File: src/rtl/logic2048_line_seq.sv
// logic2048_line_seq: slides and merges one line of 2048 tiles, one tile per cycle.
// Latency: fixed N+2 edges from the start edge to done rising; result held until the next done.
// Backpressure: none; start is only sampled in IDLE, and starts seen while busy are dropped.
// Ports:
//   clk, rst_n        clock and asynchronous active-low reset
//   start, dir        request and slide direction (0 = toward tile 0, 1 = toward tile N-1)
//   line_in           N tiles of W-bit exponents, tile i at bits [i*W +: W]
//   busy, done        busy in SCAN/FLUSH; done is a one-cycle pulse when results update
//   line_out, moved, merges, overflow   registered results of the last completed operation
module logic2048_line_seq #(
  parameter int N = 4,
  parameter int W = 4
) (
  input  logic                  clk,
  input  logic                  rst_n,
  input  logic                  start,
  input  logic                  dir,
  input  logic [N*W-1:0]        line_in,
  output logic                  busy,
  output logic                  done,
  output logic [N*W-1:0]        line_out,
  output logic                  moved,
  output logic [$clog2(N):0]    merges,
  output logic                  overflow
);

  localparam int IW = $clog2(N);      // scan index width
  localparam int PW = $clog2(N) + 1;  // write pointer can reach N
  localparam int MW = $clog2(N) + 1;
  localparam logic [W-1:0] TMAX = {W{1'b1}};

  typedef logic [N-1:0][W-1:0] line_t;
  typedef enum logic [1:0] {IDLE, SCAN, FLUSH, DONE} state_t;

  function automatic line_t rev(input line_t l);
    line_t r;
    for (int i = 0; i < N; i++) r[i] = l[N-1-i];
    return r;
  endfunction

  state_t          state_q, state_d;
  logic            dir_q, dir_d;
  line_t           cap_q, cap_d;       // captured line, already in scan order
  logic [IW-1:0]   idx_q, idx_d;
  logic            pend_vld_q, pend_vld_d;
  logic [W-1:0]    pend_q, pend_d;
  logic [PW-1:0]   wptr_q, wptr_d;
  line_t           work_q, work_d;     // result under construction, scan order
  logic [MW-1:0]   mcnt_q, mcnt_d;
  logic            ovf_q, ovf_d;
  line_t           line_out_q, line_out_d;
  logic            moved_q, moved_d;
  logic [MW-1:0]   merges_q, merges_d;
  logic            overflow_q, overflow_d;
  logic            done_q, done_d;

  line_t           line_in_t;
  line_t           res_orig;
  line_t           cap_orig;
  logic [W-1:0]    tile;
  logic            wr_en;
  logic [W-1:0]    wr_val;

  assign line_in_t = line_in;
  assign tile      = cap_q[idx_q];
  assign res_orig  = dir_q ? rev(work_q) : work_q;
  assign cap_orig  = dir_q ? rev(cap_q) : cap_q;

  always_comb begin
    state_d    = state_q;
    dir_d      = dir_q;
    cap_d      = cap_q;
    idx_d      = idx_q;
    pend_vld_d = pend_vld_q;
    pend_d     = pend_q;
    wptr_d     = wptr_q;
    work_d     = work_q;
    mcnt_d     = mcnt_q;
    ovf_d      = ovf_q;
    line_out_d = line_out_q;
    moved_d    = moved_q;
    merges_d   = merges_q;
    overflow_d = overflow_q;
    done_d     = 1'b0;
    wr_en      = 1'b0;
    wr_val     = '0;

    case (state_q)
      IDLE: begin
        if (start) begin
          cap_d      = dir ? rev(line_in_t) : line_in_t;
          dir_d      = dir;
          idx_d      = '0;
          pend_vld_d = 1'b0;
          pend_d     = '0;
          wptr_d     = '0;
          work_d     = '0;
          mcnt_d     = '0;
          ovf_d      = 1'b0;
          state_d    = SCAN;
        end
      end
      SCAN: begin
        if (tile != '0) begin
          if (!pend_vld_q) begin
            pend_d     = tile;
            pend_vld_d = 1'b1;
          end else if (pend_q == tile) begin
            // Merged tile goes straight to the output line and pending is
            // cleared, so it can never take part in a second merge.
            wr_en      = 1'b1;
            wr_val     = (tile == TMAX) ? TMAX : tile + W'(1);
            if (tile == TMAX) ovf_d = 1'b1;
            pend_vld_d = 1'b0;
            mcnt_d     = mcnt_q + MW'(1);
          end else begin
            wr_en  = 1'b1;
            wr_val = pend_q;
            pend_d = tile;
          end
        end
        idx_d = idx_q + IW'(1);
        if (idx_q == IW'(N-1)) state_d = FLUSH;
      end
      FLUSH: begin
        if (pend_vld_q) begin
          wr_en  = 1'b1;
          wr_val = pend_q;
        end
        pend_vld_d = 1'b0;
        state_d    = DONE;
      end
      DONE: begin
        line_out_d = res_orig;
        moved_d    = (res_orig != cap_orig);
        merges_d   = mcnt_q;
        overflow_d = ovf_q;
        done_d     = 1'b1;
        state_d    = IDLE;
      end
      default: state_d = IDLE;
    endcase

    if (wr_en) begin
      for (int i = 0; i < N; i++) begin
        if (wptr_q == PW'(i)) work_d[i] = wr_val;
      end
      wptr_d = wptr_q + PW'(1);
    end
  end

  always_ff @(posedge clk or negedge rst_n) begin
    if (!rst_n) begin
      state_q    <= IDLE;
      dir_q      <= 1'b0;
      cap_q      <= '0;
      idx_q      <= '0;
      pend_vld_q <= 1'b0;
      pend_q     <= '0;
      wptr_q     <= '0;
      work_q     <= '0;
      mcnt_q     <= '0;
      ovf_q      <= 1'b0;
      line_out_q <= '0;
      moved_q    <= 1'b0;
      merges_q   <= '0;
      overflow_q <= 1'b0;
      done_q     <= 1'b0;
    end else begin
      state_q    <= state_d;
      dir_q      <= dir_d;
      cap_q      <= cap_d;
      idx_q      <= idx_d;
      pend_vld_q <= pend_vld_d;
      pend_q     <= pend_d;
      wptr_q     <= wptr_d;
      work_q     <= work_d;
      mcnt_q     <= mcnt_d;
      ovf_q      <= ovf_d;
      line_out_q <= line_out_d;
      moved_q    <= moved_d;
      merges_q   <= merges_d;
      overflow_q <= overflow_d;
      done_q     <= done_d;
    end
  end

  assign busy     = (state_q == SCAN) || (state_q == FLUSH);
  assign done     = done_q;
  assign line_out = line_out_q;
  assign moved    = moved_q;
  assign merges   = merges_q;
  assign overflow = overflow_q;

endmodule

File: config.mk
export PLATFORM = sky130hd
export DESIGN_NAME = logic2048_line_seq
export DESIGN_NICKNAME = d
export VERILOG_FILES = /design/src/rtl/logic2048_line_seq.sv
export SDC_FILE = /design/constraint.sdc
export NUM_CORES = 1
export LEC_CHECK = 0
export BUFFER_PORTS_ARGS = -buffer_cell sky130_fd_sc_hd__clkbuf_2
export CAP_MARGIN = 20
export CORE_MARGIN = 2
export CORE_UTILIZATION = 42
export DETAILED_ROUTE_END_ITERATION = 10
export GPL_ROUTABILITY_DRIVEN = 1
export PLACE_DENSITY_LB_ADDON = 0.25
export SKIP_LAST_GASP = 1
export SLEW_MARGIN = 30
export SYNTH_ARGS = -nofsm -noshare
export SYNTH_HDL_FRONTEND = slang
export SYNTH_SLANG_ARGS = --single-unit
File: constraint.sdc
create_clock -name clk -period 3.9 [get_ports clk]
set_input_delay 0.39 -clock clk [delete_from_list [all_inputs] [get_ports clk]]
set_output_delay 0.39 -clock clk [all_outputs]
set_load 0.01 [all_outputs]
==> impl_metrics.ini <==
[run_status]
run_status = finished clean

[worst_setup_path]
critPathMaxStageDelay_ns = 0.68
timing.critical_path.to_type = register
timing.critical_path.from_type = register
worst-endpoint-arrival_ns = 3.55
cp_cell_sequence = mux4_2 > inv_1 > ha_1 > and2b_1 > o21ai_0 > a32oi_1 > nor2_1 > and2_1 > mux2_2
critical_path.startpoint = idx_q[0]
r2r-start = idx_q[0]
critical-path-top-delay-family = multiplexers
crit_path_max_fanout = 10
cell_with_the_largest_stage_delay_on_the_worst_path = sky130_fd_sc_hd__mux4_2
critical_path.n_buffers_inverters = 1
critPathRequiredTime_ns = 4.13
criticalPathCategory = reg -> reg

[timing]
achievable-frequency_mhz = 300.7
fin_hold_viols = 0
timing.final.setup_violations = 0
slew_headroom_pct = 45.97
rsz_0062_raised_after_global_routing = no
report.final.slew_viol_count = 0
layout_min_cycle_time_ns = 3.325
max_slew.worst_pin.slew_ns = 0.8104
worst_clk_skew_ns = 0.01172
setup_total_negative_slack_ns = 0
finalCritPeriodShare_pct = 85.26

[global_routing]
grt_pass1_wl_um = 14460
largest_net_degree_at_the_start_of_global_routing = 42
globalRoute.totalOverflow = 0
track_usage_pct = 18.28
grt_antenna_before_repair = 0
grt_pass1_vias = 2761

[pwr]
p_seq_share_pct = 37.1
comb_power_share_pct = 42.4
power.leakage_nw = 2.004
power.internal_mw = 1.964
ratio_of_total_power_to_cell_area_mw_per_mm2 = 759.2
ir_worst_vdd_mv = 0.2669
swShare_pct = 41.10
p_sw_mw = 1.371
share_clk_of_total_power_pct = 20.5
design_power_total_mw = 3.334

[logic_synthesis]
share_of_flip_flops_with_an_asynchronous_set_or_reset_after_synthesis_pct = 100.0
synth.net_count = 412
synth.cell_area_mm2 = 0.003896
dominantRegCellSynth = sky130_fd_sc_hd__dfrtp_1
avg_inst_size_synth_um2 = 10.28
syn_inst = 379
count_of_flip_flops_with_a_built_in_enable_after_synthesis = 0
register_area_share_after_synthesis_pct = 45.60
ys_seq_elements = 71
yosysWarnings = 0
synth_cell_types = 46

[layout]
design_area_mm2 = 0.004392
number_of_antenna_diodes = 0
final_layout_size_suffix_gt1_share_pct = 19.62
layout_net_count = 446
area.growth.synth_to_final_pct = 12.72

[clock_tree]
ctsHoldBuffers = 0
h-tree-depth = 3
numCtsBuffers = 9
max-clock-path-buffers = 2
tritoncts_num_sinks = 71
clk_lat_worst_skew_ns = 0.35
post_cts.resized_instances = 0
cts_tree = yes
cts_root_buffer = sky130_fd_sc_hd__clkbuf_8
clkSlewWorstSetupHoldPaths_ns = 0.08
cts_setup_buffers = 0

[die]
effective_utilization_at_floorplan_pct = 42.77
die_width_um = 100.3
die_height_um = 100.3
placement_rows = 35
design.die.area_mm2 = 0.01006
ios = 43
core_box_area_mm2 = 0.009109

[job]
max-cap-violations = 0

[routing]
drc = 0
final_wl_um = 8518
antenna_violating_nets_post_route = 0
routed_via_density = 5.425
firstDrtPassIters = 4
num_vias = 2870
drt_iter0_markers = 170
routed_wire_length_per_instance_um = 16.10

[place]
placement.cell_area_mm2 = 0.004159
globalplace.congestion = 0.8502
numPortBuffers = 42
place.detailed.hpwl_um = 6172

[min_path]
timing.hold.worst.class = in -> async
[cell families after synthesis]
group	count (synthesis)	share of synthesized area, %
simple gates	104	12.72
compound gates	82	12.59
flops	71	45.60
buf+inv	34	3.950
mux	55	16.09
xor+xnor	20	4.881
fa+ha+maj	13	4.175
[metrics by stage]
stage | setup WS, ns | hold WS [ns] | utilization, % | instances
5_1_grt | 0.3938 | 0.05508 | 48.21 | 529
4_1_cts | 0.6261 | 0.1927 | 48.19 | 529
6_report | 0.5749 | 0.01114 | 48.21 | 529
2_1_floorplan | 1.109 | 0.09441 | - | 379
3_5_place_dp | 0.6440 | 0.5046 | 45.66 | 513
3_3_place_gp | 0.7052 | 0.4968 | 45.66 | 513
[flip-flops by register name, summed over array words and instances (netlist names)]
name        flops
cap_q          16
line_out       16
work_q         16
pend_q          4
mcnt_q          3
merges          3
wptr_q          3
idx_q           2
state_q         2
dir_q           1
done            1
moved           1
overflow        1
ovf_q           1
pend_vld_q      1
[per-layer routing]
| metal | global-route usage, % | vias up | wire (um) | part of all wire [%] |
|---|---|---|---|---|
| met5 | 0 | - | 0 | 0 |
| met4 | 5.269 | 0 | 69 | 0.81 |
| met3 | 3.134 | 5 | 331 | 3.9 |
| met2 | 27.72 | 62 | 3790 | 44 |
| met1 | 26.99 | 1389 | 4327 | 51 |
| li1 | - | 1414 | - | - |
[power by group through the flow]
stage          registers, mW  logic [mW]  clock network (mW)
2_1_floorplan           1.18        1.11                   0
3_3_place_gp            1.24        1.38                   0
3_5_place_dp            1.26        1.40                   0
4_1_cts                 1.24        1.41               0.694
5_1_grt                 1.28        1.58               0.724
6_report                1.24        1.41               0.683
[cells in the final DEF (no fill, tap or decap), types with 9 or more instances in the layout]
master and n:
sky130_fd_sc_hd__and2_1 11, sky130_fd_sc_hd__inv_1 12, sky130_fd_sc_hd__nand3_1 9, sky130_fd_sc_hd__dfrtp_1 71
sky130_fd_sc_hd__mux2_2 11, sky130_fd_sc_hd__ha_1 13, sky130_fd_sc_hd__nand2_1 35, sky130_fd_sc_hd__clkbuf_2 41
sky130_fd_sc_hd__mux2i_1 39, sky130_fd_sc_hd__a21oi_1 22, sky130_fd_sc_hd__clkbuf_8 10, sky130_fd_sc_hd__nor2_1 26
sky130_fd_sc_hd__xnor2_1 18, sky130_fd_sc_hd__o21ai_0 28
[cell type report]
class	count	area [um2]
multi-input cells	274	1966
flip-flops and latches	71	1777
clock inverters	6	92.59
inverters	12	45.04
well taps	111	138.9
repair buffers	45	235.2
fillers	885	4717
clock buffers	10	137.6
[cell usage after synthesis, types with 3 or more instances]
master | number | share of area [%]
sky130_fd_sc_hd__xnor2_1 | 18 | 4.0
sky130_fd_sc_hd__and3_1 | 3 | 0.48
sky130_fd_sc_hd__buf_6 | 3 | 0.87
sky130_fd_sc_hd__clkbuf_1 | 14 | 1.3
sky130_fd_sc_hd__buf_1 | 4 | 0.39
sky130_fd_sc_hd__and2_1 | 11 | 1.8
sky130_fd_sc_hd__o21ai_1 | 3 | 0.39
sky130_fd_sc_hd__mux2_2 | 11 | 3.2
sky130_fd_sc_hd__nand3_1 | 9 | 1.2
sky130_fd_sc_hd__mux4_2 | 5 | 2.9
sky130_fd_sc_hd__dfrtp_1 | 71 | 46
sky130_fd_sc_hd__a31oi_1 | 4 | 0.64
sky130_fd_sc_hd__nand4_1 | 6 | 0.96
sky130_fd_sc_hd__o22ai_1 | 5 | 0.80
sky130_fd_sc_hd__a21oi_1 | 22 | 2.8
sky130_fd_sc_hd__ha_1 | 13 | 4.2
sky130_fd_sc_hd__nand2_1 | 35 | 3.4
sky130_fd_sc_hd__a22oi_1 | 4 | 0.77
sky130_fd_sc_hd__nor3b_1 | 3 | 0.58
sky130_fd_sc_hd__mux2i_1 | 39 | 10
sky130_fd_sc_hd__inv_1 | 12 | 1.2
sky130_fd_sc_hd__nor2_1 | 26 | 2.5
sky130_fd_sc_hd__o21ai_0 | 28 | 3.6
[worst reg2reg max path: stages (launching register included)]
cell and delay [ns]:
sky130_fd_sc_hd__dfrtp_1 0.59, sky130_fd_sc_hd__mux4_2 0.68, sky130_fd_sc_hd__inv_1 0.10, sky130_fd_sc_hd__ha_1 0.25, sky130_fd_sc_hd__and2b_1 0.14, sky130_fd_sc_hd__o21ai_0 0.15
sky130_fd_sc_hd__a32oi_1 0.60, sky130_fd_sc_hd__nor2_1 0.15, sky130_fd_sc_hd__and2_1 0.26, sky130_fd_sc_hd__mux2_2 0.30
[final timing paths]
check,end,slack [ns],cells after the start
max reg2reg,work_q[7],0.57,9
max,work_q[7],0.57,9
min,merges[0],0.01,1
max in group asynchronous,cap_q[6],3.08,2
min in group clk,cap_q[14],0.35,3
min reg2reg,merges[1],0.52,1
(Power assumes the default switching activity.)
